$ cat src/rtl/redirect_ctrl.sv
// Pipeline redirect / PC-sequencing controller: arbitrates next-PC sources, drives PC write enable
// and pipeline flushes, tracks run/halt state and saturating branch statistics counters.
module redirect_ctrl #(
  parameter logic [31:0] RESET_PC = 32'h0000_3000
) (
  input  logic        clk,
  input  logic        rst,
  input  logic        pcen,
  input  logic [31:0] pc_in,
  input  logic        stall,
  input  logic        id_jump,
  input  logic [31:0] id_target,
  input  logic        ex_branch,
  input  logic        ex_taken,
  input  logic [31:0] ex_target,
  input  logic        halt_req,
  input  logic        go,
  output logic [31:0] next_pc,
  output logic        pc_we,
  output logic        flush_ifid,
  output logic        flush_idex,
  output logic        halted,
  output logic [15:0] uncondsum,
  output logic [15:0] condsum,
  output logic [15:0] condsuccsum
);

  typedef enum logic [0:0] {StRun, StHalt} state_e;

  state_e state_q, state_d;
  logic   uncond_inc, cond_inc, succ_inc;

  always_comb begin
    state_d    = state_q;
    next_pc    = pc_in;
    pc_we      = 1'b0;
    flush_ifid = 1'b0;
    flush_idex = 1'b0;
    uncond_inc = 1'b0;
    cond_inc   = 1'b0;
    succ_inc   = 1'b0;
    if (rst) begin
      next_pc    = RESET_PC;
      flush_ifid = 1'b1;
      flush_idex = 1'b1;
    end else if (pcen) begin
      unique case (state_q)
        StRun: begin
          // Priority follows instruction age: WB halt, then EX branch, then ID jump.
          cond_inc = ex_branch & ~halt_req;
          succ_inc = ex_branch & ex_taken & ~halt_req;
          if (halt_req) begin
            state_d = StHalt;
          end else if (ex_branch && ex_taken) begin
            next_pc    = ex_target;
            pc_we      = 1'b1;
            flush_ifid = 1'b1;
            flush_idex = 1'b1;
          end else if (id_jump && !stall) begin
            next_pc    = id_target;
            pc_we      = 1'b1;
            flush_ifid = 1'b1;
            uncond_inc = 1'b1;
          end else if (!stall) begin
            next_pc = pc_in + 32'd4;
            pc_we   = 1'b1;
          end
        end
        StHalt: begin
          if (go) state_d = StRun;
        end
        default: state_d = StRun;
      endcase
    end
  end

  always_ff @(posedge clk or posedge rst) begin
    if (rst) begin
      state_q     <= StRun;
      uncondsum   <= 16'd0;
      condsum     <= 16'd0;
      condsuccsum <= 16'd0;
    end else begin
      state_q <= state_d;
      if (uncond_inc && uncondsum != 16'hFFFF) uncondsum <= uncondsum + 16'd1;
      if (cond_inc && condsum != 16'hFFFF) condsum <= condsum + 16'd1;
      if (succ_inc && condsuccsum != 16'hFFFF) condsuccsum <= condsuccsum + 16'd1;
    end
  end

  assign halted = (state_q == StHalt);

endmodule

$ cat config.mk
export PLATFORM = sky130hd
export DESIGN_NAME = redirect_ctrl
export DESIGN_NICKNAME = d
export VERILOG_FILES = /design/src/rtl/redirect_ctrl.sv
export SDC_FILE = /design/constraint.sdc
export NUM_CORES = 1
export LEC_CHECK = 0
export BUFFER_PORTS_ARGS = -buffer_cell sky130_fd_sc_hd__buf_2
export CORE_ASPECT_RATIO = 1.1
export CORE_MARGIN = 2
export CORE_UTILIZATION = 40
export DETAILED_ROUTE_END_ITERATION = 6
export GPL_ROUTABILITY_DRIVEN = 0
export GPL_TIMING_DRIVEN = 0
export HOLD_SLACK_MARGIN = 0.03
export PLACE_DENSITY = 0.81
export SLEW_MARGIN = 0
export SYNTH_ARGS = -nofsm -noshare
export SYNTH_HDL_FRONTEND = slang
export SYNTH_SLANG_ARGS = --single-unit
export TNS_END_PERCENT = 30
$ cat constraint.sdc
create_clock -name clk -period 2.27 [get_ports clk]
set_input_delay 0.227 -clock clk [delete_from_list [all_inputs] [get_ports clk]]
set_output_delay 0.227 -clock clk [all_outputs]
set_load 0.02 [all_outputs]
# == Word level (Yosys, flattened, before mapping) ==
# Cells that the tools add are included.
# W data, S select, Z words.
# totals
regBits,49
latch_bits,0
ram_bits,0
mem_bits_ro,0
out_inout_bits,84
word_cells,63
mem_count,0
# op_classes
addsub,4
mul,0
div_mod_pow,0
order_cmp,0
n_eq_ne,3
shifts,0
n_mux,39
n_bitwise,6
n_reduce_logical,7
# ops
cell,count
$mux W32,7
$add A16 B1 Y16 const B,3
$ne A16 B16 Y1 const B,3
$add A32 B3 Y32 const B,1
$mux W1,31
$logic_and A1 B1 Y1,5
$and A1 B1 Y1,3
$not A1 Y1,3
$pmux W1 S2,1
$reduce_and A2 Y1,1
$logic_not A1 Y1,1

# == Depth between registers and ports, before layout ==
# Gate-level depths: netlist (run 1).
# logic_depth
depth_word,9
mapped_depth,9
depth_no_buf,6

# == Least setup slack after synthesis (run 1) ==
# Ideal clock, no wire load.
# synth_path
path_kind,register to output
start,"reg state_q, in the netlist halted"
end,out next_pc[26]
arrival_time_ns,2.325
required_ns,2.043
path_slack_ns,-0.282
path_stages_with_launch,5
n_path_buf,1
cell_sequence,dfrtp_1 nor4b_2 clkbuf_1 o311ai_0 o311ai_0
# synth_between
elab_chain_cells,3
# synth_lines
element,line,text
start: declaration,30,"state_e state_q, state_d;"
start signal: assignment,79,state_q <= StRun;
start signal: assignment,84,state_q <= state_d;
$mux W32,47,unique case (state_q)
$mux W32,46,end else if (pcen) begin
$mux W32,42,if (rst) begin
end: declaration,18,"output logic [31:0] next_pc,"
# Every way passes these cells.

# == Worst setup path after layout (run 1) ==
# layout_path
start,"reg state_q, in the netlist halted"
end,out next_pc[20]
# Same word-level chain as after synthesis.

==> metrics.md, run 1 <==
| Metric | Value |
|---|---|
| Synth Flop Type | `dfrtp_1` |
| IO buf count | `188` |
| Synth Area per Inst | `8.156 µm²` |
| Final Worst Setup Slack | `-223.9 ps` |
| Clock tree buffer depth | `2` |
| Layout Area Growth over Synthesis | `44.98%` |
| Number of remaining DRC errors | `0` |
| Post-DP HPWL | `11290 µm` |
| #FFs+latches synth | `49` |
| Post-synth cell types | `52` |
| Synth Cell Area | `3964 µm²` |
| Filler cell count | `876` |
| PwrDens | `427.5 nW/µm²` |
| Min-Delay Path Class | `in -> reg` |
| Post-synth EDFFs | `0` |
| Chip Height | `108.4 µm` |
| Startpoint class of the critical path | `register` |
| Full die area | `10720 µm²` |
| F_max | `0.4010 GHz` |
| Worst-path clk slew | `100 ps` |
| Crit-path slowest cell | `dfrtp_2` |
| Row count | `38` |
| Ys Warns | `0` |
| Initial Util | `0.4067` |
| Clock skew after layout | `12.47 ps` |
| CP Class | `reg -> out` |
| Outcome | `finished, violations left` |
| CTS H-tree lvls | `2` |
| First-pass GRT wire length | `23720 µm` |
| Total congestion overflow | `0` |
| Vias in the first global route | `4819` |
| Slew Limit Headroom | `0.5243` |
| Clk sinks | `49` |
| Failing checks | `setup timing` |
| Synth area leaders | `dfrtp_1 31%, xor2_1 5.5%, o21ai_0 4.4%` |
| Post-CTS Hold Buffers | `0` |
| Final Max Tran Viols | `0` |
| Hold Vio Cnt, Final | `0` |
| Layout cell share with drive strength beyond 1 | `0.4154` |
| DRT Pass-1 Iters | `6` |
| Fin crit share | `1.099` |
| Clk_lat worst skew | `310 ps` |
| Critical Path, Cell by Cell | `nor4b_4, buf_4, buf_8, o311ai_0, nor2_1, mux2i_1, nand2_1, buf_2` |
| Cell count after placement | `794` |
| Worst Max-Slew Pin Slew | `709.7 ps` |
| Core Area | `9747 µm²` |
| Vias per cell | `6.179` |
| Final instance count without filler cells | `827` |
| Area of the multi-input gates | `2845 µm²` |
| Wire length per cell | `19.08 µm` |
| Clock root buffer | `clkbuf_8` |
| RSZ-0062 raised after global routing | `yes` |
| Net Count, Synth | `595` |
| WL final | `15780 µm` |
| Nets | `811` |
| Die W | `98.92 µm` |
| Storage cell area | `1227 µm²` |
| Worst Path Required | `2040 ps` |
| Max-cap violation count | `0` |
| Crit-path max FO | `10` |
| Area leader, netlist | `dfrtp_1` |
| Static Leak | `2.736 nW` |
| Cell Area, Placed | `5081 µm²` |
| TritonCTS clock tree | `yes` |
| Synth top area share | `0.3093` |
| All-Layer GR Usage | `0.2721` |
| Num ports | `189` |
| CTS Buf Count | `5` |
| Gate Count Post-Synth | `486` |
| Worst path arrival time | `2270 ps` |
| Sequential-to-total area share from yosys stat | `0.3093` |
| Delay of the slowest critical-path stage | `460 ps` |
| ANT nets after route | `0` |
| Max rail drop VDD | `0.0004586 V` |
| Async S/R FF share, synth | `1.000` |
| Largest net degree at the start of global routing | `28` |
| Post-layout min period | `2494 ps` |
| DRT iter0 DRCs | `491` |
| Final setup vio count | `8` |
| Routed vias | `5110` |
| Initial antenna violation count | `4` |
| Final instance area | `5747 µm²` |
| Pwr Total | `2.457 mW` |
| Post-Place Setup Slack | `-989.1 ps` |
| Worst Setup End Kind | `output pin` |
-- layout make-up --
class	instances	share of cell area
Inverter	20	0.01372
Timing Repair inverter	2	0.002177
Timing Repair Buffer	208	0.2038
Clock buffer	5	0.01197
Tap cell	120	0.02613
Sequential cell	49	0.2136
Buffer	20	0.02809
Antenna cell	4	0.001742
Clock inverter	3	0.003701
Multi-Input combinational cell	396	0.4951
-- path summary, 6_finish.rpt --
| check | startpoint | cells past startpoint | end | slack (ps) |
|---|---|---|---|---|
| worst max register to register | halted$_DFFE_PP0P_ | 6 | condsuccsum[15]$_DFFE_PP0P_ | 10 |
| worst min-delay path | go | 2 | halted$_DFFE_PP0P_ | 110 |
| worst max-delay path | halted$_DFFE_PP0P_ | 8 | next_pc[20] | -220 |
| max in group asynchronous | rst | 3 | halted$_DFFE_PP0P_ | 1610 |
| min in group asynchronous | rst | 4 | uncondsum[6]$_DFFE_PP0P_ | 250 |
| worst min register to register | condsum[7]$_DFFE_PP0P_ | 1 | condsum[7]$_DFFE_PP0P_ | 500 |
-- power by group --
part	internal [mW]	switching [mW]	total, mW
Clock	0.219	0.310	0.529
Combinational	0.358	0.548	0.907
Sequential	0.936	0.0860	1.02
-- flip-flops by register name, summed over array words and instances, names as in the netlist --
name,count
condsuccsum,16
uncondsum,16
condsum,16
halted,1
-- metal layers --
metal / part of all wire / track usage / vias up
met1: 0.37 / 0.3162 / 2376
met2: 0.49 / 0.4730 / 348
li1: - / - / 2307
met3: 0.10 / 0.05171 / 79
met4: 0.047 / 0.1468 / 0
met5: 0 / 0 / -
-- worst max-delay path: cells and delay by family (launching register included) --
| family | cells | cell delay [ps] |
|---|---|---|
| flip-flops | 1 | 460 |
| AND/OR/NAND/NOR | 3 | 590 |
| buffers and inverters | 3 | 530 |
| AO/OA/AOI/OAI | 1 | 210 |
| multiplexers | 1 | 160 |
-- cell usage after synthesis, types with 4 or more instances --
| library cell | count |
|---|---|
| o21ai_0 | 35 |
| nand3_1 | 27 |
| nor2_1 | 28 |
| or4_1 | 4 |
| nand2_1 | 46 |
| and3_1 | 10 |
| nor3_1 | 19 |
| nor4_1 | 7 |
| dfrtp_1 | 49 |
| xor2_1 | 25 |
| and4_1 | 5 |
| o21a_1 | 4 |
| a21oi_1 | 23 |
| o2bb2ai_1 | 12 |
| o311ai_0 | 14 |
| inv_1 | 20 |
| nand3b_1 | 11 |
| o221a_2 | 4 |
| nand4_1 | 18 |
| o221ai_1 | 13 |
| mux2_2 | 5 |
| xnor2_1 | 19 |
| clkbuf_1 | 17 |
| ha_1 | 4 |
| and2_1 | 5 |
| a22o_1 | 8 |
| a41oi_1 | 5 |
| a31oi_1 | 8 |
-- cell usage in the layout (no fill, tap or decap), types with 9 or more instances in the layout --
cell type,count
buf_4,32
o2bb2ai_1,12
xnor2_1,19
nor3_1,13
o221ai_1,9
nand3b_1,11
nand4_1,18
inv_1,19
buf_6,10
buf_2,171
a21oi_1,23
o21ai_0,22
nand3_1,26
nor2_1,25
xor2_1,25
o21ai_1,12
and3_1,9
nand2_1,43
dfrtp_1,48
-- what timing repair did --
item,4_1_cts,5_1_grt
endpoints found under the setup margin,49,48
resized for setup,58,77
pin swaps,8,14
buffers inserted,10,10
gates cloned,2,0
-- cell families after synthesis --
group	share of synthesized area
AO/OA/AOI/OAI	0.2595
XOR/XNOR	0.09722
adder cells (fa/ha/maj)	0.01263
buffers and inverters	0.03977
flip-flops	0.3093
multiplexers	0.01925
AND/OR/NAND/NOR	0.2623
-- through the flow --
step                hold slack [ps]  TNS, ps  utilization
finish                        110.0   -563.2       0.5896
detailed placement            448.7   -21260       0.5213
global route                  108.6    -1307       0.5891
floorplan                     331.1   -167.6            -
CTS                           105.9   -138.6       0.5575
global placement              442.3   -18940       0.5213
Power figures use the tool's default switching activity.
==> inputs of run 2 (changes only) <==
--- a/config.mk
+++ b/config.mk
@@ -8,12 +8,12 @@
 export BUFFER_PORTS_ARGS = -buffer_cell sky130_fd_sc_hd__buf_2
 export CORE_ASPECT_RATIO = 1.1
 export CORE_MARGIN = 2
-export CORE_UTILIZATION = 40
+export CORE_UTILIZATION = 39
 export DETAILED_ROUTE_END_ITERATION = 6
 export GPL_ROUTABILITY_DRIVEN = 0
 export GPL_TIMING_DRIVEN = 0
 export HOLD_SLACK_MARGIN = 0.03
-export PLACE_DENSITY = 0.81
+export PLACE_DENSITY = 0.8
 export SLEW_MARGIN = 0
 export SYNTH_ARGS = -nofsm -noshare
 export SYNTH_HDL_FRONTEND = slang
==> metrics.md, run 2 (synthesis results as in run 1) <==
| Metric | Value |
|---|---|
| Flop-to-flop setup slack | `-30 ps` |
| Hold Path Origin | `go` |
| R2R Path Start | `halted$_DFFE_PP0P_` |
| WL met2 | `7896 µm` |
| Critical Path, Cell by Cell | `nor4b_4, buf_6, buf_4, o311ai_1, or4_1, nand3_2, buf_6` |
| Worst hold slack | `137.7 ps` |
| Max-cap violation count | `0` |
| Max layer used | `met5` |
| Cell count after placement | `794` |
| Clock root buffer | `clkbuf_8` |
| Clk sinks | `49` |
| Worst Reg-to-Reg Cells | `6` |
| Worst Path Required | `2040 ps` |
| Num ports | `189` |
| Vias in the first global route | `4595` |
| Met3 Wirelength | `1474 µm` |
| Largest net degree at the start of global routing | `28` |
| Nets | `810` |
| Commonest non-fill, non-tap cell in the layout | `buf_2` |
| Startpoint class of the critical path | `register` |
| Delay of the slowest critical-path stage | `460 ps` |
| Worst path arrival time | `2130 ps` |
| CTS Buf Count | `5` |
| Full die area | `10990 µm²` |
| Wire length per cell | `19.00 µm` |
| All-Layer GR Usage | `0.2532` |
| Number of remaining DRC errors | `0` |
| First-pass GRT wire length | `22490 µm` |
| Worst Setup End Kind | `output pin` |
| Slew Limit Headroom | `0.5205` |
| Total congestion overflow | `0` |
| Hold Vio Cnt, Final | `0` |
| Commonest cells after routing, fill and taps aside | `176 x buf_2, 48 x dfrtp_1, 42 x nand2_1, 28 x buf_4, 26 x nand3_1` |
| Final setup vio count | `12` |
| Critical path's top delay family | `simple AND/OR/NAND/NOR gates` |
| Clock skew after layout | `14.02 ps` |
| Met1 wire length | `5663 µm` |
| CP Class | `reg -> out` |
| Core Area | `9889 µm²` |
| DRT iter0 DRCs | `383` |
| Clock tree buffer depth | `2` |
| WL final | `15670 µm` |
| PwrDens | `427.4 nW/µm²` |
| Clk_lat worst skew | `300 ps` |
| Crit-path slowest cell | `dfrtp_2` |
| Reg2reg end | `condsuccsum[11]$_DFFE_PP0P_` |
| Most frequent CP cell | `buf_6` |
| Worst Max-Slew Pin Slew | `715.3 ps` |
| Hold EP | `halted$_DFFE_PP0P_` |
| RSZ-0062 raised after global routing | `yes` |
| Min-Delay Path Class | `in -> reg` |
| Biggest regs | `condsuccsum x16, condsum x16, uncondsum x16` |
| Initial antenna violation count | `3` |
| ANT nets after route | `0` |
| Final instance count without filler cells | `825` |
| Initial Util | `0.4008` |
| TritonCTS clock tree | `yes` |
| IO buf count | `188` |
| Post-layout min period | `2353 ps` |
| Final Worst Setup Slack | `-83.07 ps` |
| Layout Area Growth over Synthesis | `43.25%` |
| Buf+Inv Stages, Crit Path | `3` |
| Crit-path max FO | `5` |
| Die W | `100.1 µm` |
| Fin crit share | `1.037` |
| Chip Height | `109.7 µm` |
| Failing checks | `setup timing` |
| Filler cell count | `898` |
| Post-CTS Hold Buffers | `0` |
| Final Max Tran Viols | `0` |
| CTS H-tree lvls | `2` |
| Routed vias | `5079` |
| Post-DP HPWL | `11460 µm` |
| Static Leak | `2.710 nW` |
| Row count | `38` |
| F_max | `0.4250 GHz` |
| Outcome | `finished, violations left` |
| Worst-path clk slew | `100 ps` |
| Vias per cell | `6.156` |
| Setup TNS | `-547.9 ps` |
| Layout cell share with drive strength beyond 1 | `0.4051` |
| Max rail drop VDD | `0.0004592 V` |
| Hold path cells | `2` |
| Final Core Density | `0.5741` |
| DRT Pass-1 Iters | `7` |
==> run 2: cell count changes in the layout (fill, tap and decap cells not counted), moves of 2 or more <==
cell | before | now
clkbuf_8 | 7 | 5
o221a_2 | 4 | 2
o221ai_2 | 4 | 1
buf_2 | 171 | 176
o221a_4 | 0 | 2
o311ai_1 | 5 | 7
nand2_2 | 2 | 4
buf_4 | 32 | 28
o221ai_1 | 9 | 11
==> run 2: layout make-up <==
class | count | area [µm²] | share of cell area
Antenna cell | 4 | 10.01 | 0.001763
Buffer | 20 | 152.6 | 0.02688
Clock buffer | 5 | 68.82 | 0.01212
Clock inverter | 2 | 13.76 | 0.002424
Inverter | 20 | 78.83 | 0.01388
Multi-Input combinational cell | 396 | 2826 | 0.4978
Sequential cell | 49 | 1227 | 0.2162
Tap cell | 120 | 150.1 | 0.02644
Timing Repair Buffer | 207 | 1137 | 0.2003
Timing Repair inverter | 2 | 12.51 | 0.002204
==> run 2: worst max-delay path by stage <==
stage / cells past startpoint / startpoint / to / slack, ps
finish: 7 / halted$_DFFE_PP0P_ / next_pc[21] / -80
global route: 8 / halted$_DFFE_PP0P_ / next_pc[30] / -180
CTS: 7 / halted$_DFFE_PP0P_ / condsuccsum[11]$_DFFE_PP0P_ / -80
detailed placement: 8 / rst / next_pc[18] / -1000
global placement: 8 / rst / next_pc[23] / -900
floorplan: 3 / halted$_DFFE_PP0P_ / next_pc[19] / -60
==> run 2: metal layers <==
metal / vias to the layer above / GRT usage
met5: - / 0
met3: 71 / 0.05277
met1: 2379 / 0.2863
met2: 324 / 0.4626
met4: 2 / 0.1037
li1: 2303 / -
==> run 2: what timing repair did <==
item	CTS	global route
setup endpoints to repair	49	45
endpoints found under the hold margin	0	0
pin swaps	8	9
gates cloned	2	1
resized for setup	65	64
buffers inserted	10	8
==> run 2: power breakdown <==
group | internal (mW) | switching (mW)
Clock | 0.214 | 0.294
Sequential | 0.936 | 0.0890
Combinational | 0.354 | 0.540
==> run 2: metrics by stage <==
step                total power [mW]  cell area, µm²  setup WS, ps
floorplan                      1.475            3990        -62.04
global placement               1.800            5081        -903.1
detailed placement             1.823            5081         -1004
CTS                            2.382            5441        -75.19
global route                   2.541            5670        -184.8
finish                         2.427            5678        -83.07
